`config.mk`:
```
export PLATFORM = sky130hd
export DESIGN_NAME = mem_arbiter_flat
export DESIGN_NICKNAME = d
export VERILOG_FILES = /design/src/rtl/mem_arbiter_pkg.sv /design/src/rtl/mem_arbiter_if.sv /design/src/rtl/mem_arbiter_ram_byte_seq.sv /design/src/rtl/mem_arbiter.sv /design/src/flat_wrapper.sv
export SDC_FILE = /design/constraint.sdc
export NUM_CORES = 1
export LEC_CHECK = 0
export BUFFER_PORTS_ARGS = -buffer_cell sky130_fd_sc_hd__buf_4
export CAP_MARGIN = 20
export CORE_AREA = 4 4 117 119
export DETAILED_ROUTE_END_ITERATION = 8
export DIE_AREA = 0 0 121 123
export GPL_TIMING_DRIVEN = 0
export PLACE_DENSITY = 0.8
export SYNTH_ARGS = -nofsm -noshare
export SYNTH_HDL_FRONTEND = slang
export SYNTH_SLANG_ARGS = --single-unit
```
`constraint.sdc`:
```
create_clock -name clk -period 2.4 [get_ports clk]
set_clock_uncertainty 0.05 [all_clocks]
set_input_delay 0.12 -clock clk [delete_from_list [all_inputs] [get_ports clk]]
set_output_delay 0.12 -clock clk [all_outputs]
set_load 0.03 [all_outputs]
```
`src/rtl/mem_arbiter_pkg.sv`:
```
// Shared types and constants for the main-RAM arbiter: FSM state encoding,
// MEM byte-count codes, default geometry and the byte-count decode helper.
package mem_arbiter_pkg;

  localparam int ADDR_W_DEF     = 17;
  localparam int RAM_RD_LAT_DEF = 1;

  // mem_sel codes: byte count minus one
  localparam logic [1:0] MEM_SEL_1B  = 2'd0;
  localparam logic [1:0] MEM_SEL_2B  = 2'd1;
  localparam logic [1:0] MEM_SEL_ILL = 2'd2;
  localparam logic [1:0] MEM_SEL_4B  = 2'd3;

  // An instruction refill is always one full word
  localparam logic [2:0] IF_LEN = 3'd4;

  typedef enum logic [1:0] {
    ST_IDLE   = 2'd0,
    ST_IF_RD  = 2'd1,
    ST_MEM_RD = 2'd2,
    ST_MEM_WR = 2'd3
  } arb_state_e;

  // Byte count for a MEM request; the illegal code behaves as a full word
  function automatic logic [2:0] sel_to_len(input logic [1:0] sel);
    case (sel)
      MEM_SEL_1B:             return 3'd1;
      MEM_SEL_2B:             return 3'd2;
      MEM_SEL_ILL, MEM_SEL_4B: return 3'd4;
      default:                return 3'd4;
    endcase
  endfunction

endpackage

```
`src/rtl/mem_arbiter_if.sv`:
```
// Bus bundle of the arbiter: IF refill side, MEM-stage side and the byte-wide
// RAM port. slave = the arbiter, master = the surrounding core/RAM.
interface mem_arbiter_if
  import mem_arbiter_pkg::*;
#(
  parameter int ADDR_W = ADDR_W_DEF
);
  // IF / icache side
  logic              if_miss_i;
  logic [31:0]       if_pc_i;
  logic              if_flush_i;
  logic              icache_we_o;
  logic [31:0]       icache_wpc_o;
  logic [31:0]       icache_winst_o;
  // MEM stage side
  logic              mem_req_i;
  logic              mem_we_i;
  logic [1:0]        mem_sel_i;
  logic [31:0]       mem_addr_i;
  logic [31:0]       mem_wdata_i;
  logic [31:0]       mem_rdata_o;
  logic              mem_done_o;
  // RAM port
  logic [ADDR_W-1:0] ram_a_o;
  logic              ram_wr_o;
  logic [7:0]        ram_dout_o;
  logic [7:0]        ram_din_i;

  modport slave (
    input  if_miss_i, if_pc_i, if_flush_i,
    output icache_we_o, icache_wpc_o, icache_winst_o,
    input  mem_req_i, mem_we_i, mem_sel_i, mem_addr_i, mem_wdata_i,
    output mem_rdata_o, mem_done_o,
    output ram_a_o, ram_wr_o, ram_dout_o,
    input  ram_din_i
  );

  modport master (
    output if_miss_i, if_pc_i, if_flush_i,
    input  icache_we_o, icache_wpc_o, icache_winst_o,
    output mem_req_i, mem_we_i, mem_sel_i, mem_addr_i, mem_wdata_i,
    input  mem_rdata_o, mem_done_o,
    input  ram_a_o, ram_wr_o, ram_dout_o,
    output ram_din_i
  );

endinterface

```
`src/rtl/mem_arbiter_ram_byte_seq.sv`:
```
// Byte sequencer for the RAM port: issues bytes base+0..base+len-1 one per
// cycle, captures read bytes RAM_RD_LAT cycles later and assembles them
// little-endian into a zero-extended 32-bit word. Issue and capture counters
// run independently; the arbiter FSM drives start/stop.
module mem_arbiter_ram_byte_seq
  import mem_arbiter_pkg::*;
#(
  parameter int ADDR_W     = ADDR_W_DEF,
  parameter int RAM_RD_LAT = RAM_RD_LAT_DEF
) (
  input  logic              clk,
  input  logic              rst_n,
  input  logic              rdy,
  input  logic              start,
  input  logic              stop,
  input  logic [ADDR_W-1:0] start_addr,
  input  logic [2:0]        start_len,
  input  logic [31:0]       start_wdata,
  input  logic [7:0]        ram_din,
  output logic [ADDR_W-1:0] ram_a,
  output logic [7:0]        ram_dout,
  output logic              issuing,
  output logic              issue_done,
  output logic              cap_done,
  output logic [31:0]       data
);

  logic                  busy_q;
  logic [ADDR_W-1:0]     base_q;
  logic [2:0]            len_q;
  logic [2:0]            issue_cnt_q;
  logic [2:0]            cap_cnt_q;
  logic [31:0]           wdata_q;
  logic [31:0]           data_q;
  logic [RAM_RD_LAT-1:0] pipe_q;
  logic                  capture;

  assign issuing    = busy_q && (issue_cnt_q != len_q);
  assign issue_done = busy_q && (issue_cnt_q == len_q);
  assign cap_done   = busy_q && (cap_cnt_q == len_q);
  assign capture    = busy_q && pipe_q[RAM_RD_LAT-1];
  assign ram_a      = base_q + ADDR_W'(issue_cnt_q);
  assign ram_dout   = wdata_q[{issue_cnt_q[1:0], 3'b000} +: 8];
  assign data       = data_q;

  // Counters, in-flight tracking and word assembly. A freeze only stalls the
  // issue side: bytes already requested from the RAM still land, otherwise
  // the RAM would return the wrong address's byte when the freeze lifts.
  // NOTE: sequential state uses non-blocking (<=) so every register samples
  // pre-edge values regardless of statement order.
  always_ff @(posedge clk or negedge rst_n) begin
    if (!rst_n) begin
      busy_q      <= 1'b0;
      base_q      <= '0;
      len_q       <= '0;
      issue_cnt_q <= '0;
      cap_cnt_q   <= '0;
      wdata_q     <= '0;
      data_q      <= '0;
      pipe_q      <= '0;
    end else if (start) begin
      busy_q      <= 1'b1;
      base_q      <= start_addr;
      len_q       <= start_len;
      issue_cnt_q <= '0;
      cap_cnt_q   <= '0;
      wdata_q     <= start_wdata;
      data_q      <= '0;
      pipe_q      <= '0;
    end else if (stop) begin
      // Dropping the in-flight bits discards late bytes of an aborted fetch
      busy_q <= 1'b0;
      pipe_q <= '0;
    end else begin
      pipe_q[0] <= issuing && rdy;
      for (int i = 1; i < RAM_RD_LAT; i++) pipe_q[i] <= pipe_q[i-1];
      if (issuing && rdy) issue_cnt_q <= issue_cnt_q + 3'd1;
      if (capture) begin
        data_q[{cap_cnt_q[1:0], 3'b000} +: 8] <= ram_din;
        cap_cnt_q <= cap_cnt_q + 3'd1;
      end
    end
  end

endmodule

```
`src/rtl/mem_arbiter.sv`:
```
// Main-RAM arbiter: sole owner of the byte-wide RAM port, shared between
// icache refill and MEM-stage loads/stores (MEM has priority, no preemption).
// Optional feature macro: MEM_ARB_PREFETCH_EN -- after a demand refill of PC p,
// speculatively refill p+4 when otherwise idle; any request or flush aborts it.
module mem_arbiter
  import mem_arbiter_pkg::*;
#(
  parameter int ADDR_W     = ADDR_W_DEF,
  parameter int RAM_RD_LAT = RAM_RD_LAT_DEF
) (
  input  logic           clk,
  input  logic           rst_n,
  input  logic           rdy,
  mem_arbiter_if.slave   bus
);

  arb_state_e        state_q, state_d;
  logic [31:0]       pc_q;
  logic              start, stop, start_if;
  logic [31:0]       start_addr;
  logic [2:0]        start_len;
  logic              icache_we, mem_done;
  logic              if_abort;
  logic              issuing, issue_done, cap_done;
  logic [31:0]       seq_data;
  logic [ADDR_W-1:0] seq_ram_a;
  logic [7:0]        seq_dout;
  logic              unused_addr_hi;

  // RAM addresses are only ADDR_W wide; the upper request bits are dropped
  assign unused_addr_hi = ^start_addr[31:ADDR_W];

`ifdef MEM_ARB_PREFETCH_EN
  logic pf_pending_q, pf_active_q, pf_start;
  assign if_abort = bus.if_flush_i ||
                    (pf_active_q && (bus.mem_req_i || bus.if_miss_i));
`else
  assign if_abort = bus.if_flush_i;
`endif

  // Next-state, sequencer control and completion pulses; everything holds
  // while rdy is low, which also defers the done/we pulses.
  // NOTE: every output of this block gets a default first so no path can
  // leave one unassigned and infer a latch.
  always_comb begin
    state_d    = state_q;
    start      = 1'b0;
    stop       = 1'b0;
    start_if   = 1'b0;
    start_addr = '0;
    start_len  = '0;
    icache_we  = 1'b0;
    mem_done   = 1'b0;
`ifdef MEM_ARB_PREFETCH_EN
    pf_start   = 1'b0;
`endif
    if (rdy) begin
      unique case (state_q)
        ST_IDLE: begin
          if (bus.mem_req_i) begin
            start      = 1'b1;
            start_addr = bus.mem_addr_i;
            start_len  = sel_to_len(bus.mem_sel_i);
            state_d    = bus.mem_we_i ? ST_MEM_WR : ST_MEM_RD;
          end else if (bus.if_miss_i && !bus.if_flush_i) begin
            start      = 1'b1;
            start_if   = 1'b1;
            start_addr = bus.if_pc_i;
            start_len  = IF_LEN;
            state_d    = ST_IF_RD;
          end
`ifdef MEM_ARB_PREFETCH_EN
          else if (pf_pending_q && !bus.if_flush_i) begin
            start      = 1'b1;
            start_if   = 1'b1;
            pf_start   = 1'b1;
            start_addr = pc_q + 32'd4;
            start_len  = IF_LEN;
            state_d    = ST_IF_RD;
          end
`endif
        end
        ST_IF_RD: begin
          if (if_abort) begin
            stop    = 1'b1;
            state_d = ST_IDLE;
          end else if (cap_done) begin
            icache_we = 1'b1;
            stop      = 1'b1;
            state_d   = ST_IDLE;
          end
        end
        ST_MEM_RD: begin
          if (cap_done) begin
            mem_done = 1'b1;
            stop     = 1'b1;
            state_d  = ST_IDLE;
          end
        end
        ST_MEM_WR: begin
          if (issue_done) begin
            mem_done = 1'b1;
            stop     = 1'b1;
            state_d  = ST_IDLE;
          end
        end
        default: state_d = ST_IDLE;
      endcase
    end
  end

  // State register and refill PC
  always_ff @(posedge clk or negedge rst_n) begin
    if (!rst_n) begin
      state_q <= ST_IDLE;
      pc_q    <= '0;
    end else begin
      state_q <= state_d;
      if (start_if) pc_q <= start_addr;
    end
  end

`ifdef MEM_ARB_PREFETCH_EN
  // Prefetch bookkeeping: only a demand refill arms the next-word prefetch
  always_ff @(posedge clk or negedge rst_n) begin
    if (!rst_n) begin
      pf_pending_q <= 1'b0;
      pf_active_q  <= 1'b0;
    end else begin
      if (icache_we && !pf_active_q) pf_pending_q <= 1'b1;
      else if (pf_start)             pf_pending_q <= 1'b0;
      if (pf_start)  pf_active_q <= 1'b1;
      else if (stop) pf_active_q <= 1'b0;
    end
  end
`endif

  mem_arbiter_ram_byte_seq #(
    .ADDR_W     (ADDR_W),
    .RAM_RD_LAT (RAM_RD_LAT)
  ) u_seq (
    .clk         (clk),
    .rst_n       (rst_n),
    .rdy         (rdy),
    .start       (start),
    .stop        (stop),
    .start_addr  (start_addr[ADDR_W-1:0]),
    .start_len   (start_len),
    .start_wdata (bus.mem_wdata_i),
    .ram_din     (bus.ram_din_i),
    .ram_a       (seq_ram_a),
    .ram_dout    (seq_dout),
    .issuing     (issuing),
    .issue_done  (issue_done),
    .cap_done    (cap_done),
    .data        (seq_data)
  );

  assign bus.icache_we_o    = icache_we;
  assign bus.icache_wpc_o   = pc_q;
  assign bus.icache_winst_o = seq_data;
  assign bus.mem_rdata_o    = seq_data;
  assign bus.mem_done_o     = mem_done;
  assign bus.ram_a_o        = seq_ram_a;
  assign bus.ram_wr_o       = (state_q == ST_MEM_WR) && issuing && rdy;
  assign bus.ram_dout_o     = seq_dout;

endmodule
```
`src/flat_wrapper.sv`:
```
// flat-port wrapper written by rule: the top's interface ports become plain ports
module mem_arbiter_flat import mem_arbiter_pkg::*;
#(
  parameter int ADDR_W     = ADDR_W_DEF,
  parameter int RAM_RD_LAT = RAM_RD_LAT_DEF
)
  (clk, rst_n, rdy, bus_if_miss_i, bus_if_pc_i, bus_if_flush_i, bus_icache_we_o, bus_icache_wpc_o, bus_icache_winst_o, bus_mem_req_i, bus_mem_we_i, bus_mem_sel_i, bus_mem_addr_i, bus_mem_wdata_i, bus_mem_rdata_o, bus_mem_done_o, bus_ram_a_o, bus_ram_wr_o, bus_ram_dout_o, bus_ram_din_i);
  mem_arbiter_if #(.ADDR_W(ADDR_W)) bus_i ();
  input  logic clk;
  input  logic rst_n;
  input  logic rdy;
  input wire logic [$bits(bus_i.if_miss_i)-1:0] bus_if_miss_i;
  input wire logic [$bits(bus_i.if_pc_i)-1:0] bus_if_pc_i;
  input wire logic [$bits(bus_i.if_flush_i)-1:0] bus_if_flush_i;
  output wire logic [$bits(bus_i.icache_we_o)-1:0] bus_icache_we_o;
  output wire logic [$bits(bus_i.icache_wpc_o)-1:0] bus_icache_wpc_o;
  output wire logic [$bits(bus_i.icache_winst_o)-1:0] bus_icache_winst_o;
  input wire logic [$bits(bus_i.mem_req_i)-1:0] bus_mem_req_i;
  input wire logic [$bits(bus_i.mem_we_i)-1:0] bus_mem_we_i;
  input wire logic [$bits(bus_i.mem_sel_i)-1:0] bus_mem_sel_i;
  input wire logic [$bits(bus_i.mem_addr_i)-1:0] bus_mem_addr_i;
  input wire logic [$bits(bus_i.mem_wdata_i)-1:0] bus_mem_wdata_i;
  output wire logic [$bits(bus_i.mem_rdata_o)-1:0] bus_mem_rdata_o;
  output wire logic [$bits(bus_i.mem_done_o)-1:0] bus_mem_done_o;
  output wire logic [$bits(bus_i.ram_a_o)-1:0] bus_ram_a_o;
  output wire logic [$bits(bus_i.ram_wr_o)-1:0] bus_ram_wr_o;
  output wire logic [$bits(bus_i.ram_dout_o)-1:0] bus_ram_dout_o;
  input wire logic [$bits(bus_i.ram_din_i)-1:0] bus_ram_din_i;
  assign bus_i.if_miss_i = bus_if_miss_i;
  assign bus_i.if_pc_i = bus_if_pc_i;
  assign bus_i.if_flush_i = bus_if_flush_i;
  assign bus_icache_we_o = bus_i.icache_we_o;
  assign bus_icache_wpc_o = bus_i.icache_wpc_o;
  assign bus_icache_winst_o = bus_i.icache_winst_o;
  assign bus_i.mem_req_i = bus_mem_req_i;
  assign bus_i.mem_we_i = bus_mem_we_i;
  assign bus_i.mem_sel_i = bus_mem_sel_i;
  assign bus_i.mem_addr_i = bus_mem_addr_i;
  assign bus_i.mem_wdata_i = bus_mem_wdata_i;
  assign bus_mem_rdata_o = bus_i.mem_rdata_o;
  assign bus_mem_done_o = bus_i.mem_done_o;
  assign bus_ram_a_o = bus_i.ram_a_o;
  assign bus_ram_wr_o = bus_i.ram_wr_o;
  assign bus_ram_dout_o = bus_i.ram_dout_o;
  assign bus_i.ram_din_i = bus_ram_din_i;
  mem_arbiter #(.ADDR_W(ADDR_W), .RAM_RD_LAT(RAM_RD_LAT)) u_core (.clk(clk), .rst_n(rst_n), .rdy(rdy), .bus(bus_i));
endmodule
```
==> results of run 1 <==
[worst max-delay path, stage by stage, from the launching register on]
cell and delay, ns:
dfrtp_2 0.42, buf_4 0.15, xor2_1 0.16, or4_1 0.53
buf_4 0.19, a21boi_4 0.14, buf_6 0.15, and3_4 0.18
buf_6 0.14, mux2i_1 0.12
[state kept, by name, indices dropped and copies added, names as in the netlist]
register,cells
u_core.u_seq.wdata_q,32
u_core.u_seq.cap_cnt_q,3
u_core.u_seq.len_q,3
u_core.bus.icache_wpc_o,32
u_core.u_seq.data,32
u_core.u_seq.busy_q,1
u_core.state_q,2
u_core.u_seq.base_q,17
u_core.u_seq.pipe_q,1
u_core.u_seq.issue_cnt_q,3
[layout by cell type, fill, tap and decap left out, types with 5 or more instances in the layout]
| cell | n |
|---|---|
| a21oi_1 | 17 |
| a22o_1 | 17 |
| a22oi_1 | 7 |
| a31o_2 | 9 |
| a31oi_1 | 9 |
| and3_1 | 20 |
| buf_2 | 10 |
| buf_4 | 258 |
| buf_6 | 6 |
| clkbuf_1 | 15 |
| clkbuf_16 | 17 |
| dfrtp_1 | 122 |
| dlygate4sd3_1 | 92 |
| ha_1 | 8 |
| mux2_2 | 31 |
| mux2i_1 | 10 |
| mux4_1 | 8 |
| nand2_1 | 156 |
| nand2b_1 | 5 |
| nand3_1 | 6 |
| nor2_1 | 10 |
| o21ai_0 | 18 |
| xnor2_1 | 8 |
| xor2_1 | 13 |
[cell type report]
| class | instances | share of cell area |
|---|---|---|
| flip-flops and latches | 126 | 0.320 |
| multi-input cells | 404 | 0.284 |
| repair buffers | 321 | 0.271 |
| clock buffers | 25 | 0.0503 |
| plain buffers | 65 | 0.0424 |
| well taps | 172 | 0.0218 |
| clock inverters | 6 | 0.00838 |
| inverters | 4 | 0.00152 |
| diodes | 1 | 0.000254 |
[layer usage]
metal  GRT usage  vias to the layer above  routed length (um)
li1            -                     2748                   -
met1       0.341                     2900                8040
met2       0.469                      259               10300
met3      0.0737                       51                1440
met4       0.115                        0                 595
met5           0                        -                   0
[logic make-up after synthesis]
| kind of cell | Yosys count | share of synthesized area |
|---|---|---|
| and+or+nand+nor | 226 | 0.161 |
| DFF | 126 | 0.503 |
| AOI/OAI and AO/OA | 95 | 0.106 |
| buffers and inverters | 72 | 0.0679 |
| muxes | 50 | 0.107 |
| xor gates and xnor gates | 22 | 0.0308 |
| adders and majority gates | 11 | 0.0232 |
[what timing repair did]
action	CTS	global route
endpoints found under the hold margin	178	0
gates resized for setup	13	31
hold buffers	92	0
endpoints found under the setup margin	51	126
buffers inserted	1	6
pin swaps	1	2
[where the power goes]
| part | internal [uW] | leakage (uW) | switching [uW] |
|---|---|---|---|
| clock network | 1630 | 0.000283 | 887 |
| registers | 2940 | 0.00162 | 629 |
| logic | 2520 | 0.00312 | 3450 |
[stage by stage]
step	power [uW]	TNS [ns]	worst slack (ns)
6_report	12000	0	0.0586
5_1_grt	12700	-0.00380	-0.00311
4_1_cts	11800	-0.0324	-0.0182
3_5_place_dp	9030	-1.44	-0.117
3_3_place_gp	8800	-0.413	-0.0604
2_1_floorplan	7000	0	0.225
[path summary, 6_finish.rpt]
path	endpoint	depth (start not counted)	start
hold / removal	u_core.state_q[1]	3	rdy
min in group asynchronous	u_core.u_seq.base_q[8]	2	rst_n
hold reg to reg	u_core.u_seq.wdata_q[0]	2	u_core.u_seq.wdata_q[0]
setup / recovery	u_core.u_seq.data[30]	9	u_core.u_seq.issue_cnt_q[0]
setup reg to reg	u_core.u_seq.data[30]	9	u_core.u_seq.issue_cnt_q[0]
max in group asynchronous	u_core.u_seq.issue_cnt_q[0]	3	rst_n
==> results_dict.tcl, run 1 <==
set metrics [dict create \
    worstPathArrival_ns 2.58 \
    worst_slew_pin_slew_ns 0.592 \
    r2r_slack_ns 0.06 \
    nNetsFinal 1063 \
    critPathRequiredTime_ns 2.64 \
    cap_viol_max_count 0 \
    yosysTopAreaCellShare 0.503 \
    synth_flop_cell "dfrtp_1" \
    hold_viol_final 0 \
    synth_area_um2 6260 \
    maxSlewHeadroom 0.605 \
    drive_above_1_share 0.395 \
    rows 41 \
    die_x_um 121 \
    final_cells 1124 \
    stdcell_area_um2 9850 \
    syn_nets 726 \
    via_per_inst 5.30 \
    synth_edf_count 0 \
    p_leak_uw 0.00502 \
    syn_inst 602 \
    cts_tree "yes" \
    grt_use_total 0.278 \
    rsz0062_at_grt "yes" \
    start_util 0.498 \
    synth.distinct_cells 49 \
    insertion_delay_ns 0.41 \
    async_reset_ff_frac 1.00 \
    io_pins 237 \
    startpoint_type "flip-flop" \
    drtAntennaViolNets 0 \
    grt_pass1_vias 6272 \
    clockRootBuffer "clkbuf_16" \
    dp_hpwl_um 13700 \
    core-area_um2 12600 \
    gr-total-overflow 0 \
    syn_to_final_growth_pct 57.3 \
    period_minus_slack_ns 2.34 \
    ys_top_cells_by_count "nand2_1, dfrtp_1, buf_4, mux2_2" \
    synth_area_leader_cell "dfrtp_1" \
    yosysWarnings 0 \
    hold_path_class "primary input to flip-flop" \
    setup-violations-final 0 \
    cts_made_buffers 17 \
    vdd_drop_max_uv 873 \
    dp.cells 996 \
    grt_max_degree 65 \
    ff_latch_area_um2 3160 \
    fillers 803 \
    io_buffers 221 \
    dieArea_um2 14900 \
    fin_crit_sh 0.976 \
    yosys-top-cells-area "dfrtp_1, nand2_1, mux2_2, buf_4, mux4_1" \
    grt_pass1_wl_um 32200 \
    drtIter0Drc 460 \
    syn_avg_cell_area_um2 10.4 \
    power.density_nw_per_um2 1220 \
    synth.most_common_cell "nand2_1" \
    yosysSeqAreaShare 0.503 \
    finalMaxSlewViolations 0 \
    clock_sinks 126 \
    die_y_um 123 \
    wire_per_inst_um 18.1 \
    cts_htree_levels 4 \
    post-route-drc-count 0 \
    post-route-util 0.784 \
    via_count 5958 \
    outcome "finished, final reports clean" \
    dpl-instance-area_um2 8170 \
    critPathCaptureType "flip-flop" \
    grt_antenna_before_repair 0 \
    cts.clk_slew.worst_paths_ns 0.06 \
    synth-seq-cells 126 \
    finalWirelength_um 20400 \
    cts_buffer_depth 2 \
    drt-pass1-iter-count 5 \
    holdWs_ns 0.0837 \
    critical_path_class "flip-flop to flip-flop" \
    multi_input_area_um2 2800 \
    max_freq_mhz 427 \
    crit_path_max_fanout 10 \
    place_congestion 0.835 \
]
No activity file was read; power rests on OpenSTA's default activity.
==> inputs of run 2 (changes only) <==
Settings changed: CTS_BUF_LIST set to sky130_fd_sc_hd__clkbuf_16.
==> run 2 against run 1 <==
  * Maximum frequency down 1.2%
  * Hold slack better by 0.00093 ns
  * Register-to-register slack worse by 0.03 ns
  * Critical path depth unchanged
  * First-iteration DRC count up 6.7%
  * Cell count about the same
  * Combinational power up 0.7%
  * Highest routed layer unchanged
  * Via count unchanged
==> results_dict.tcl, run 2 (synthesis results as in run 1) <==
set metrics [dict create \
    maxSlewHeadroom 0.513 \
    cts_made_buffers 17 \
    critPathRequiredTime_ns 2.64 \
    post-route-drc-count 0 \
    dieArea_um2 14900 \
    startpoint "u_core.u_seq.issue_cnt_q[0]" \
    die_x_um 121 \
    worstPathArrival_ns 2.61 \
    grt_use_total 0.277 \
    cts_buffer_depth 2 \
    setup-violations-final 0 \
    cts.clk_slew.worst_paths_ns 0.05 \
    drtAntennaViolNets 0 \
    hold_viol_final 0 \
    syn_to_final_growth_pct 57.5 \
    cpPeakStageDelay_ns 0.54 \
    period_minus_slack_ns 2.37 \
    power.density_nw_per_um2 1210 \
    post-route-util 0.785 \
    cpMaxStageDelayCell "or4_1" \
    wire_per_inst_um 18.1 \
    final_cell_mix "buf_4, nand2_1, dfrtp_1, dlygate4sd3_1, mux2_2" \
    clockRootBuffer "clkbuf_16" \
    vdd_drop_max_uv 885 \
    critPathCaptureType "flip-flop" \
    dp_hpwl_um 13700 \
    p_leak_uw 0.00503 \
    core-area_um2 12600 \
    rsz0062_at_grt "yes" \
    worst_slew_pin_slew_ns 0.728 \
    via_per_inst 5.30 \
    drt-pass1-iter-count 5 \
    insertion_delay_ns 0.41 \
    crit_family "simple AND/OR/NAND/NOR gates" \
    gr-total-overflow 0 \
    crit_top_cell "buf_6" \
    path_buf_inv 4 \
    outcome "finished, final reports clean" \
    setup_ws_ns 0.0308 \
    drtIter0Drc 491 \
    startpoint_type "flip-flop" \
    finalMaxSlewViolations 0 \
    final_common_cell "buf_4" \
    nNetsFinal 1064 \
    hold_path_startpoint "bus_mem_req_i" \
    drive_above_1_share 0.393 \
    crit_path_max_fanout 10 \
    grt_antenna_before_repair 0 \
    io_pins 237 \
    place_congestion 0.835 \
    finalWirelength_um 20400 \
    max_freq_mhz 422 \
    fin_crit_sh 0.987 \
    pre_cts_ws_ns -0.117 \
    rows 41 \
    cap_viol_max_count 0 \
    crit-reg2reg-launch "u_core.u_seq.issue_cnt_q[0]" \
    cts_htree_levels 4 \
    via_count 5958 \
    io_buffers 221 \
    grt_max_degree 65 \
    clock_sinks 126 \
    path_cells "buf_4 > xor2_1 > or4_1 > buf_6 > a21boi_4 > buf_6 > and3_4 > buf_8 > mux2i_2" \
    grt_pass1_wl_um 32100 \
    start_util 0.498 \
    hold_path_class "primary input to flip-flop" \
    die_y_um 123 \
    cts_tree "yes" \
    critical_path_class "flip-flop to flip-flop" \
    grt_pass1_vias 6263 \
    fillers 790 \
]
==> run 2: power breakdown <==
part | internal, uW | switching, uW
combinational | 2550 | 3450
sequential | 2940 | 637
clock | 1480 | 889
total | 6970 | 4970
==> run 2: path summary, 6_finish.rpt <==
path                                          endpoint  cells past startpoint  slack [ns]
setup / recovery                 u_core.u_seq.data[29]                      9        0.03
hold / removal             u_core.bus.icache_wpc_o[17]                      3        0.08
min in group asynchronous       u_core.u_seq.base_q[8]                      2        0.22
setup reg to reg                 u_core.u_seq.data[29]                      9        0.03
max in group asynchronous  u_core.u_seq.issue_cnt_q[0]                      3        1.32
hold reg to reg                u_core.u_seq.wdata_q[0]                      2        0.42
==> run 2: through the flow <==
step / std cells / power, uW / hold WS, ns / setup TNS [ns] / area [um2]
4_1_cts: 1120 / 11700 / 0.0734 / -0.0460 / 9690
6_report: 1125 / 11900 / 0.0846 / 0 / 9860
5_1_grt: 1124 / 12600 / 0.0815 / -0.103 / 9860
3_5_place_dp: 996 / 9030 / 0.0941 / -1.44 / 8170
2_1_floorplan: 602 / 7000 / -0.226 / 0 / 6260
3_3_place_gp: 995 / 8800 / 0.262 / -0.413 / 8140
==> run 2: per-layer routing <==
layer  global-route usage  part of all wire  up-vias
li1                     -                 -     2741
met1                0.334              0.39     2922
met2                0.470              0.51      247
met3               0.0773             0.070       48
met4                0.120             0.027        0
met5                    0                 0        -
==> run 2: what timing repair did <==
| item | CTS | global route |
|---|---|---|
| hold buffers | 92 | 0 |
| cloned | 0 | 0 |
| pin swaps | 1 | 7 |
| resized for setup | 13 | 35 |
| hold endpoints to repair | 178 | 0 |
| endpoints found under the setup margin | 47 | 127 |
| buffers inserted | 1 | 6 |
==> run 2: area by class of cell <==
class / count / area, um2 / share of cell area
Sequential cell: 126 / 3160 / 0.320
Buffer: 66 / 428 / 0.0434
Inverter: 4 / 15.0 / 0.00152
Tap cell: 172 / 215 / 0.0218
Antenna cell: 1 / 2.50 / 0.000254
Clock buffer: 17 / 425 / 0.0431
Timing Repair Buffer: 321 / 2680 / 0.271
Multi-Input combinational cell: 404 / 2830 / 0.287
Clock inverter: 14 / 113 / 0.0114
==> run 2: worst register-to-register path, stage by stage, from the launching register on <==
cell	delay, ns
dfrtp_2	0.43
buf_4	0.15
xor2_1	0.16
or4_1	0.54
buf_6	0.16
a21boi_4	0.14
buf_6	0.14
and3_4	0.18
buf_8	0.14
mux2i_2	0.15
